--- src/rtl/sync_mton_lane_fifo_if.sv ---
// Bundle of the lane FIFO's write, read and status signals. The FIFO takes the
// slave modport and the producer/consumer side takes the master modport.
interface sync_mton_lane_fifo_if #(
  parameter int WIDTH     = 8,
  parameter int DEPTH     = 4,
  parameter int M_WRITERS = 4,
  parameter int N_READERS = 2
);
  logic                          i_flush;
  logic [M_WRITERS-1:0]          i_wr_en;
  logic [M_WRITERS*WIDTH-1:0]    i_wr_data;
  logic                          o_wr_full;
  logic                          o_wr_pfull;
  logic                          o_ovf;
  logic [N_READERS-1:0]          i_rd_en;
  logic [N_READERS*WIDTH-1:0]    o_rd_data;
  logic [N_READERS-1:0]          o_rd_valid;
  logic                          o_rd_empty;
  logic                          o_rd_pempty;
  logic [DEPTH:0]                o_level;

  modport master (
    output i_flush, i_wr_en, i_wr_data, i_rd_en,
    input  o_wr_full, o_wr_pfull, o_ovf, o_rd_data, o_rd_valid,
           o_rd_empty, o_rd_pempty, o_level
  );

  modport slave (
    input  i_flush, i_wr_en, i_wr_data, i_rd_en,
    output o_wr_full, o_wr_pfull, o_ovf, o_rd_data, o_rd_valid,
           o_rd_empty, o_rd_pempty, o_level
  );
endinterface

--- src/rtl/sync_mton_lane_fifo.sv ---
// Single-clock lane FIFO: up to M_WRITERS lanes packed in per cycle, up to
// N_READERS lanes handed out per cycle with registered per-reader valid/data.
module sync_mton_lane_fifo #(
  parameter int WIDTH     = 8,
  parameter int DEPTH     = 4,
  parameter int M_WRITERS = 4,
  parameter int N_READERS = 2,
  parameter int PFULL_TH  = 12,
  parameter int PEMPTY_TH = 2
) (
  input logic                    i_clk,
  input logic                    i_rstn,
  sync_mton_lane_fifo_if.slave   bus
);
  localparam int CAP      = 2**DEPTH;
  localparam int LW       = DEPTH + 1;
  localparam int WN_W     = $clog2(M_WRITERS) + 1;
  localparam int RN_W     = $clog2(N_READERS) + 1;
  localparam int FULL_LVL = CAP - M_WRITERS;

  // Handshake: there is no backpressure per lane. A write cycle is all-or-nothing
  // (accepted only while o_wr_full is low, otherwise dropped and o_ovf set), and
  // each enabled reader is answered one cycle later by o_rd_valid/o_rd_data.
  logic [WIDTH-1:0]           r_mem [CAP];
  logic [DEPTH-1:0]           r_wptr;
  logic [DEPTH-1:0]           r_rptr;
  logic [LW-1:0]              r_level;
  logic                       r_ovf;
  logic [N_READERS*WIDTH-1:0] r_rd_data;
  logic [N_READERS-1:0]       r_rd_valid;

  logic                       w_full;
  logic [LW-1:0]              w_wcnt;
  logic [LW-1:0]              w_rcnt;
  logic [WN_W-1:0]            w_wn;
  logic [RN_W-1:0]            w_rn;
  logic [LW-1:0]              w_wn_acc;
  logic [LW-1:0]              w_rn_l;
  logic [DEPTH-1:0]           w_wofs [M_WRITERS];
  logic [DEPTH-1:0]           w_raddr [N_READERS];
  logic [N_READERS-1:0]       w_grant;
  logic [N_READERS*WIDTH-1:0] w_rd_next;

  assign w_full = (r_level > LW'(FULL_LVL));

  // Each lane's offset is the number of enabled lanes below it, giving dense packing.
  always_comb begin
    w_wcnt  = '0;
    w_rcnt  = '0;
    w_grant = '0;
    w_rd_next = '0;
    for (int k = 0; k < M_WRITERS; k++) begin
      w_wofs[k] = w_wcnt[DEPTH-1:0];
      if (bus.i_wr_en[k]) w_wcnt = w_wcnt + LW'(1);
    end
    for (int r = 0; r < N_READERS; r++) begin
      w_raddr[r] = r_rptr + w_rcnt[DEPTH-1:0];
      if (bus.i_rd_en[r] && (w_rcnt < r_level)) begin
        w_grant[r] = 1'b1;
        w_rd_next[r*WIDTH +: WIDTH] = r_mem[w_raddr[r]];
        w_rcnt = w_rcnt + LW'(1);
      end
    end
    w_wn     = WN_W'(w_wcnt);
    w_rn     = RN_W'(w_rcnt);
    w_wn_acc = w_full ? '0 : LW'(w_wn);
    w_rn_l   = LW'(w_rn);
  end

  always_ff @(posedge i_clk) begin
    if (!bus.i_flush && !w_full) begin
      for (int k = 0; k < M_WRITERS; k++) begin
        if (bus.i_wr_en[k]) r_mem[r_wptr + w_wofs[k]] <= bus.i_wr_data[k*WIDTH +: WIDTH];
      end
    end
  end

  always_ff @(posedge i_clk or negedge i_rstn) begin
    if (!i_rstn) begin
      r_wptr     <= '0;
      r_rptr     <= '0;
      r_level    <= '0;
      r_ovf      <= 1'b0;
      r_rd_data  <= '0;
      r_rd_valid <= '0;
    end else if (bus.i_flush) begin
      r_wptr     <= '0;
      r_rptr     <= '0;
      r_level    <= '0;
      r_ovf      <= 1'b0;
      r_rd_data  <= '0;
      r_rd_valid <= '0;
    end else begin
      r_wptr     <= r_wptr + w_wn_acc[DEPTH-1:0];
      r_rptr     <= r_rptr + w_rn_l[DEPTH-1:0];
      r_level    <= r_level + w_wn_acc - w_rn_l;
      r_rd_data  <= w_rd_next;
      r_rd_valid <= w_grant;
      if (w_full && (|bus.i_wr_en)) r_ovf <= 1'b1;
    end
  end

  assign bus.o_wr_full   = w_full;
  assign bus.o_wr_pfull  = (r_level >= LW'(PFULL_TH));
  assign bus.o_ovf       = r_ovf;
  assign bus.o_rd_data   = r_rd_data;
  assign bus.o_rd_valid  = r_rd_valid;
  assign bus.o_rd_empty  = (r_level == '0);
  assign bus.o_rd_pempty = (r_level <= LW'(PEMPTY_TH));
  assign bus.o_level     = r_level;
endmodule

--- src/flat_wrapper.sv ---
// flat-port wrapper written by rule: the top's interface ports become plain ports
module sync_mton_lane_fifo_flat 
#(
  parameter int WIDTH     = 8,
  parameter int DEPTH     = 4,
  parameter int M_WRITERS = 4,
  parameter int N_READERS = 2,
  parameter int PFULL_TH  = 12,
  parameter int PEMPTY_TH = 2
)
  (i_clk, i_rstn, bus_i_flush, bus_i_wr_en, bus_i_wr_data, bus_i_rd_en, bus_o_wr_full, bus_o_wr_pfull, bus_o_ovf, bus_o_rd_data, bus_o_rd_valid, bus_o_rd_empty, bus_o_rd_pempty, bus_o_level);
  sync_mton_lane_fifo_if #(.WIDTH(WIDTH), .DEPTH(DEPTH), .M_WRITERS(M_WRITERS), .N_READERS(N_READERS)) bus_i ();
  input logic i_clk;
  input logic i_rstn;
  input wire logic [$bits(bus_i.i_flush)-1:0] bus_i_flush;
  input wire logic [$bits(bus_i.i_wr_en)-1:0] bus_i_wr_en;
  input wire logic [$bits(bus_i.i_wr_data)-1:0] bus_i_wr_data;
  input wire logic [$bits(bus_i.i_rd_en)-1:0] bus_i_rd_en;
  output wire logic [$bits(bus_i.o_wr_full)-1:0] bus_o_wr_full;
  output wire logic [$bits(bus_i.o_wr_pfull)-1:0] bus_o_wr_pfull;
  output wire logic [$bits(bus_i.o_ovf)-1:0] bus_o_ovf;
  output wire logic [$bits(bus_i.o_rd_data)-1:0] bus_o_rd_data;
  output wire logic [$bits(bus_i.o_rd_valid)-1:0] bus_o_rd_valid;
  output wire logic [$bits(bus_i.o_rd_empty)-1:0] bus_o_rd_empty;
  output wire logic [$bits(bus_i.o_rd_pempty)-1:0] bus_o_rd_pempty;
  output wire logic [$bits(bus_i.o_level)-1:0] bus_o_level;
  assign bus_i.i_flush = bus_i_flush;
  assign bus_i.i_wr_en = bus_i_wr_en;
  assign bus_i.i_wr_data = bus_i_wr_data;
  assign bus_i.i_rd_en = bus_i_rd_en;
  assign bus_o_wr_full = bus_i.o_wr_full;
  assign bus_o_wr_pfull = bus_i.o_wr_pfull;
  assign bus_o_ovf = bus_i.o_ovf;
  assign bus_o_rd_data = bus_i.o_rd_data;
  assign bus_o_rd_valid = bus_i.o_rd_valid;
  assign bus_o_rd_empty = bus_i.o_rd_empty;
  assign bus_o_rd_pempty = bus_i.o_rd_pempty;
  assign bus_o_level = bus_i.o_level;
  sync_mton_lane_fifo #(.WIDTH(WIDTH), .DEPTH(DEPTH), .M_WRITERS(M_WRITERS), .N_READERS(N_READERS), .PFULL_TH(PFULL_TH), .PEMPTY_TH(PEMPTY_TH)) u_core (.i_clk(i_clk), .i_rstn(i_rstn), .bus(bus_i));
endmodule
--- config.mk ---
export PLATFORM = sky130hd
export DESIGN_NAME = sync_mton_lane_fifo_flat
export DESIGN_NICKNAME = d
export VERILOG_FILES = /design/src/rtl/sync_mton_lane_fifo_if.sv /design/src/rtl/sync_mton_lane_fifo.sv /design/src/flat_wrapper.sv
export SDC_FILE = /design/constraint.sdc
export NUM_CORES = 1
export LEC_CHECK = 0
export CAP_MARGIN = 20
export CORE_UTILIZATION = 33
export DETAILED_ROUTE_END_ITERATION = 16
export PLACE_DENSITY_LB_ADDON = 0.3
export RECOVER_POWER = 50
export SYNTH_ARGS = -nofsm -noshare
export SYNTH_HDL_FRONTEND = slang
export SYNTH_SLANG_ARGS = --single-unit
--- constraint.sdc ---
create_clock -name i_clk -period 7.7 [get_ports i_clk]
set_input_delay 2.31 -clock i_clk [delete_from_list [all_inputs] [get_ports i_clk]]
set_output_delay 2.31 -clock i_clk [all_outputs]
set_load 0.03 [all_outputs]
==> results of run 1 <==
==> per-layer routing <==
metal / wire, microns / vias to the layer above / track usage
li1: - / 5819 / -
met1: 23150 / 6536 / 0.3533
met2: 24470 / 946 / 0.3754
met3: 6782 / 152 / 0.06645
met4: 2213 / 0 / 0.08004
met5: 0 / - / 0
==> kinds of logic (layout without fill, tap and decap cells) <==
| family | Yosys count | in the layout | share of synthesized area |
|---|---|---|---|
| and+or+nand+nor | 468 | 468 | 0.1844 |
| adders and majority gates | 31 | 31 | 0.03023 |
| buffers and inverters | 258 | 187 | 0.07706 |
| DFF | 160 | 160 | 0.3243 |
| xor gates and xnor gates | 18 | 18 | 0.01101 |
| AOI/OAI and AO/OA | 450 | 450 | 0.2569 |
| muxes | 76 | 76 | 0.1160 |
==> cell type report <==
| class | instances | share of cell area |
|---|---|---|
| tap | 577 | 0.04596 |
| timing repair buffer | 119 | 0.06834 |
| inverter | 36 | 0.008761 |
| clock buffer | 19 | 0.02756 |
| clock inverter | 13 | 0.009638 |
| multi-input combinational | 1043 | 0.5440 |
| sequential | 160 | 0.2957 |
==> worst min-delay path: stages (launching register included) <==
cell and delay (ns):
dfrtp_1 0.34, a21oi_1 0.04, nor2_1 0.08
==> placed cells by master (no fill, tap or decap), types with 20 or more instances in the layout <==
cell | Yosys | final
inv_1 | 34 | 34
a211oi_1 | 64 | 64
nor2b_1 | 20 | 20
nand4_1 | 89 | 89
dlygate4sd3_1 | 0 | 29
o211ai_1 | 41 | 41
edfxtp_1 | 128 | 128
dfrtp_1 | 32 | 31
nor3_1 | 132 | 132
mux4_2 | 72 | 72
a221oi_1 | 122 | 122
o31ai_1 | 110 | 118
clkdlybuf4s50_1 | 0 | 38
buf_4 | 0 | 43
nand2_1 | 57 | 57
and3_1 | 83 | 83
ha_1 | 25 | 25
==> sequential cells by signal, summed over array words and instances, names as in the netlist <==
name                   flops
u_core.bus.o_rd_valid      2
u_core.r_mem             128
u_core.r_rptr              4
u_core.bus.o_ovf           1
u_core.r_wptr              4
u_core.bus.o_level         5
u_core.bus.o_rd_data      16
==> through the flow <==
step / util / cell area, sq um / hold slack [ns] / power [uW] / cells
final: 0.3704 / 15710 / 0.4959 / 5079 / 1967
after global routing: 0.3704 / 15710 / 0.5614 / 5301 / 1967
after global placement: 0.3574 / 15160 / 0.4897 / 4161 / 1931
after CTS: 0.3714 / 15750 / 0.5107 / 5054 / 1964
after floorplan: - / 14320 / 0.5992 / 3311 / 1461
after detailed placement: 0.3576 / 15170 / 0.4913 / 4198 / 1932
==> worst max path at each step <==
| stage | slack [ns] | cells after the start | start | to |
|---|---|---|---|---|
| finish | 0.75 | 12 | bus_i_wr_en[0] | u_core.r_mem[15][1]$_DFFE_PP_ |
| global route | 0.60 | 11 | bus_i_wr_en[0] | u_core.r_mem[7][2]$_DFFE_PP_ |
| CTS | 1.36 | 12 | bus_i_wr_en[0] | u_core.r_mem[7][2]$_DFFE_PP_ |
| detailed placement | 0.88 | 12 | bus_i_wr_en[0] | u_core.r_mem[7][3]$_DFFE_PP_ |
| global placement | 1.03 | 12 | bus_i_wr_en[0] | u_core.r_mem[7][0]$_DFFE_PP_ |
| floorplan | 2.20 | 13 | bus_i_wr_en[0] | u_core.r_mem[7][0]$_DFFE_PP_ |
==> where the power goes <==
group	internal (uW)	leakage, uW	switching [uW]
combinational	1060	0.00318	1890
sequential	1140	0.00159	131
clock	484	0.000272	381
==> impl_metrics.env, run 1 <==
export IMPL_layout_min_cycle_time_ns=6.950
export IMPL_die_h_microns=210.3
export IMPL_clk_path_buf_depth=2
export IMPL_syn_area_per_cell_sq_um=9.802
export IMPL_num_vias=13450
export IMPL_dr_pass1_iters=7
export IMPL_hold_end="u_core.bus.o_ovf$_DFFE_PN0P_"
export IMPL_viasPerCell=6.839
export IMPL_cts_setup_buffers=0
export IMPL_hp_class="reg -> reg"
export IMPL_critical_path_required_ns=7.90
export IMPL_dieArea_sq_um=44230
export IMPL_period_share=0.9025
export IMPL_multi_input_area_sq_um=8546
export IMPL_ys_ff_latch=160
export IMPL_worstRegToRegCells=11
export IMPL_cts_buffers=17
export IMPL_slew_viol_final=46
export IMPL_cts_resized=0
export IMPL_grt_pass1_wl_microns=81720
export IMPL_synth_common_cells="138 x clkbuf_1, 132 x nor3_1, 128 x edfxtp_1"
export IMPL_layout_setup_ws_ns=0.7504
export IMPL_clk_latency_ns=0.45
export IMPL_cts_tree="done"
export IMPL_postSynthCellCount=1461
export IMPL_max_vdd_ir_drop_uv=219.2
export IMPL_arrival_ns=7.15
export IMPL_first_global_vias=11860
export IMPL_gp_congestion=0.9042
export IMPL_die_w_microns=210.3
export IMPL_drive_gt1_frac=0.1388
export IMPL_clk_pin_slew_worst_paths_ns=0.07
export IMPL_worst_pin_slew_ns=2.093
export IMPL_critPathBufInv=4
export IMPL_fill_cells=4271
export IMPL_reg2reg_from="u_core.bus.o_level[3]$_DFF_PN0_"
export IMPL_synth_top_area_frac=0.2684
export IMPL_clock_sinks=160
export IMPL_async_reset_ff_frac=0.2000
export IMPL_violations="capacitance limit, slew limit"
export IMPL_path_cells="dlygate4sd3_1 > inv_1 > ha_1 > xor2_1 > ha_1 > inv_1 > fa_1 > nand2b_1 > nor3_1 > clkbuf_1 > nand4_1 > o31ai_1"
export IMPL_hpwl_microns=41940
export IMPL_critical_path_startpoint_type="input pin"
export IMPL_htreeDepth=4
export IMPL_post_synth_top_count_cell="clkbuf_1"
export IMPL_worst_clock_skew_ns=0.01320
export IMPL_rsz0062_at_grt="no"
export IMPL_drc=0
export IMPL_start_util=0.3376
export IMPL_wl_per_cell_microns=28.79
export IMPL_root_buffer="clkbuf_16"
export IMPL_synth_top_area_cell="edfxtp_1"
export IMPL_holdBufCountCts=0
export IMPL_rows=75
export IMPL_report_final_setup_viol=0
export IMPL_path_class="in -> reg"
export IMPL_relSlewSlack=-0.3954
export IMPL_crit_slowest_cell="nor3_1"
export IMPL_nNetsFinal=1449
export IMPL_antenna_found_initial=1
export IMPL_finalSetupTns_ns=0
export IMPL_critical_path_peak_fanout=16
export IMPL_synthFlopType="edfxtp_1"
export IMPL_maxCapViolCount=2
export IMPL_grt_ovfl_total=0
export IMPL_syn_nets=1533
export IMPL_core_area_sq_um=42420
export IMPL_worstHoldStart="u_core.bus.o_ovf$_DFFE_PN0P_"
export IMPL_synth_edf_count=128
export IMPL_synth_distinct_cells=68
export IMPL_grt_max_degree=38
export IMPL_top_level_ports=69
export IMPL_yosysSeqAreaShare=0.3243
export IMPL_routed_wl_microns=56620
export IMPL_diodes=0
export IMPL_place_ws_ns=0.8777
export IMPL_drtAntennaViolNets=0
export IMPL_leakage_uw=0.005041
export IMPL_regToRegEndpoint="u_core.bus.o_rd_data[9]$_DFF_PN0_"
export IMPL_synth_area_sq_um=14320
export IMPL_cp_top_family="simple AND/OR/NAND/NOR gates"
export IMPL_hold_viol_final=0
export IMPL_ys_warnings_count=0
export IMPL_reg2reg_slack_ns=2.39
export IMPL_status="finished with violations"
export IMPL_p_per_area_nw_per_um2=323.4
export IMPL_track_usage=0.2517
export IMPL_netlist_top_cells_area="edfxtp_1 27%, mux4_2 11%, a221oi_1 7.5%"
export IMPL_port_buffers=68
export IMPL_drtIter0Drc=2430
export IMPL_fmax_ghz=0.1439
export IMPL_seq_area_sq_um=4646
export IMPL_end_kind="register"
export IMPL_hold_depth=2
export IMPL_cpPeakStageDelay_ns=1.27
export IMPL_area_growth_pct=9.689
Note: power is estimated with default switching activity, not from simulation.
==> inputs of run 2 (changes only) <==
--- a/config.mk
+++ b/config.mk
@@ -5,6 +5,7 @@
 export SDC_FILE = /design/constraint.sdc
 export NUM_CORES = 1
 export LEC_CHECK = 0
+export ABC_AREA = 1
 export CAP_MARGIN = 20
 export CORE_UTILIZATION = 33
 export DETAILED_ROUTE_END_ITERATION = 16
==> run 2 against run 1 <==
The run ends with DRC, capacitance limit, slew limit left. Clock-buffer cell count shrank 2. Sequential cell count is the same. Setup slack gained 0.36 ns. First-iteration DRC count shrank 10%. Synthesized cell count grew 44%. Power shrank 8.2%. Highest routed layer is now met5. Die area shrank 3.5%.
==> impl_metrics.env, run 2 <==
export IMPL_violations="DRC, capacitance limit, slew limit"
export IMPL_p_switching_uw=2394
export IMPL_critPathBufInv=4
export IMPL_grt_pass1_wl_microns=87620
export IMPL_die_w_microns=206.6
export IMPL_postSynthCellCount=2099
export IMPL_track_usage=0.2810
export IMPL_antenna_found_initial=1
export IMPL_cts_tree="done"
export IMPL_startpoint="bus_i_flush"
export IMPL_area_growth_pct=10.76
export IMPL_drtAntennaViolNets=0
export IMPL_htreeDepth=4
export IMPL_intPower_uw=2269
export IMPL_core_area_sq_um=41110
export IMPL_drc=4
export IMPL_hpwl_microns=44140
export IMPL_port_buffers=68
export IMPL_viasPerCell=5.686
export IMPL_status="finished with violations"
export IMPL_synth_edf_count=128
export IMPL_rows=74
export IMPL_start_util=0.3361
export IMPL_synth_top_area_frac=0.2782
export IMPL_relSlewSlack=-0.3699
export IMPL_place_ws_ns=1.480
export IMPL_hp_class="reg -> reg"
export IMPL_fill_cells=4430
export IMPL_layout_min_cycle_time_ns=6.588
export IMPL_crit_end="u_core.r_mem[10][1]$_DFFE_PP_"
export IMPL_syn_area_per_cell_sq_um=6.583
export IMPL_path_class="in -> reg"
export IMPL_dieArea_sq_um=42690
export IMPL_layout_setup_ws_ns=1.112
export IMPL_worstRegToRegCells=9
export IMPL_path_cells="dlygate4sd3_1 > inv_1 > clkbuf_1 > nand3_1 > inv_4 > nand3_1 > nand4_1"
export IMPL_rsz0062_at_grt="no"
export IMPL_synth_area_sq_um=13820
export IMPL_reg2reg_slack_ns=3.64
export IMPL_drtIter0Drc=2177
export IMPL_clk_path_buf_depth=2
export IMPL_post_synth_top_count_cell="nand2_1"
export IMPL_clk_latency_ns=0.47
export IMPL_nNetsFinal=2167
export IMPL_cts_resized=0
export IMPL_worst_pin_slew_ns=2.055
export IMPL_arrival_ns=6.67
export IMPL_clock_sinks=160
export IMPL_regToRegEndpoint="u_core.r_mem[10][1]$_DFFE_PP_"
export IMPL_dr_pass1_iters=13
export IMPL_gp_congestion=1.019
export IMPL_grt_ovfl_total=0
export IMPL_num_vias=15010
export IMPL_worst_clock_skew_ns=0.03696
export IMPL_power_frac_comb=0.557
export IMPL_hold_viol_final=0
export IMPL_cp_top_family="simple AND/OR/NAND/NOR gates"
export IMPL_p_per_area_nw_per_um2=304.6
export IMPL_cts_buffers=17
export IMPL_ys_warnings_count=0
export IMPL_routed_wl_microns=59170
export IMPL_grt_max_degree=90
export IMPL_period_share=0.8555
export IMPL_crit_slowest_cell="nand3_1"
export IMPL_ys_ff_latch=160
export IMPL_synth_common_cells="684 x nand2_1, 331 x nand3_1, 184 x nor2_1"
export IMPL_cp_common_cell="nand3_1"
export IMPL_async_reset_ff_frac=0.2000
export IMPL_top_level_ports=69
export IMPL_swShare=0.5134
export IMPL_max_vdd_ir_drop_uv=163.3
export IMPL_first_global_vias=13640
export IMPL_report_final_setup_viol=0
export IMPL_yosysSeqAreaShare=0.3361
export IMPL_drive_gt1_frac=0.06926
export IMPL_synth_distinct_cells=45
export IMPL_critical_path_startpoint_type="input pin"
export IMPL_clk_pin_slew_worst_paths_ns=0.09
export IMPL_largest_reg_flops=128
export IMPL_die_h_microns=206.6
export IMPL_netlist_top_cells_area="edfxtp_1 28%, nand2_1 19%, nand3_1 12%"
export IMPL_root_buffer="clkbuf_16"
export IMPL_slew_viol_final=33
export IMPL_cpPeakStageDelay_ns=0.91
export IMPL_p_clk_frac=0.178
export IMPL_cts_setup_buffers=0
export IMPL_synth_top_area_cell="edfxtp_1"
export IMPL_fmax_ghz=0.1518
export IMPL_critical_path_peak_fanout=18
export IMPL_wl_per_cell_microns=22.41
export IMPL_diodes=0
export IMPL_holdBufCountCts=0
export IMPL_critical_path_required_ns=7.79
export IMPL_power_share_sequential=0.266
export IMPL_finalSetupTns_ns=0
export IMPL_end_kind="register"
export IMPL_maxCapViolCount=1
export IMPL_layout_common_cells="684 x nand2_1, 344 x nand3_1, 184 x nor2_1"
export IMPL_synthFlopType="edfxtp_1"
export IMPL_syn_nets=2171
export IMPL_critical_path_depth=7
export IMPL_reg2reg_from="u_core.bus.o_level[4]$_DFF_PN0_"
export IMPL_leakage_uw=0.006848
export IMPL_final_common_cell="nand2_1"
==> run 2: final cells by class <==
type,count,area (sq um),share of cell area
clock inverters,15,127.6,0.008339
inverters,157,600.6,0.03924
repair buffers,95,869.6,0.05682
flip-flops and latches,160,4646,0.3036
well taps,532,665.6,0.04350
multi-input cells,1664,7969,0.5207
clock buffers,17,425.4,0.02780
==> run 2: stage by stage <==
| step | hold slack (ns) | area, sq um | total power (uW) | utilization | instances |
|---|---|---|---|---|---|
| 4_1_cts | 0.5390 | 15430 | 4660 | 0.3753 | 2640 |
| 3_5_place_dp | 0.5065 | 14880 | 3836 | 0.3619 | 2608 |
| 6_report | 0.5390 | 15300 | 4662 | 0.3723 | 2640 |
| 3_3_place_gp | 0.4903 | 14880 | 3809 | 0.3619 | 2608 |
| 2_1_floorplan | 0.6208 | 13820 | 2998 | - | 2099 |
| 5_1_grt | 0.5453 | 15300 | 4955 | 0.3723 | 2640 |
==> run 2: worst register-to-register path, cell delays in order (launching register included) <==
cell,delay (ns)
dfrtp_1,0.40
inv_1,0.09
ha_1,0.18
nand2_1,0.08
nand2_1,0.08
nand2_2,0.29
nand3_1,0.80
inv_4,0.48
nand3_1,0.66
nand4_1,0.64
==> run 2: logic make-up after synthesis <==
kind of cell               synth area share
adders and majority gates           0.03133
xor gates and xnor gates           0.005162
DFF                                  0.3361
buffers and inverters               0.07969
and+or+nand+nor                      0.4261
AOI/OAI and AO/OA                    0.1216
==> run 2: how the worst min path moves through the flow <==
stage,to,slack (ns),depth (start not counted),start
after CTS,u_core.bus.o_ovf$_DFFE_PN0P_,0.54,1,u_core.bus.o_ovf$_DFFE_PN0P_
after global placement,u_core.bus.o_ovf$_DFFE_PN0P_,0.49,1,u_core.bus.o_ovf$_DFFE_PN0P_
final,u_core.bus.o_ovf$_DFFE_PN0P_,0.54,1,u_core.bus.o_ovf$_DFFE_PN0P_
after floorplan,u_core.bus.o_rd_data[0]$_DFF_PN0_,0.62,2,u_core.r_rptr[3]$_DFF_PN0_
after global routing,u_core.bus.o_ovf$_DFFE_PN0P_,0.55,1,u_core.bus.o_ovf$_DFFE_PN0P_
after detailed placement,u_core.bus.o_ovf$_DFFE_PN0P_,0.51,1,u_core.bus.o_ovf$_DFFE_PN0P_
==> run 2: power groups by stage <==
stage / Clock, uW / Combinational [uW] / Sequential (uW)
5_1_grt: 864 / 2840 / 1250
4_1_cts: 833 / 2590 / 1240
3_3_place_gp: 0 / 2550 / 1260
6_report: 828 / 2590 / 1240
3_5_place_dp: 0 / 2580 / 1260
2_1_floorplan: 0 / 1720 / 1280
==> run 2: routing by layer <==
metal	track usage	vias to the layer above	routed length, microns
met5	0	-	13
met4	0.1237	2	2949
met3	0.07473	208	6954
met2	0.4184	960	24600
met1	0.3802	6873	24650
li1	-	6967	-
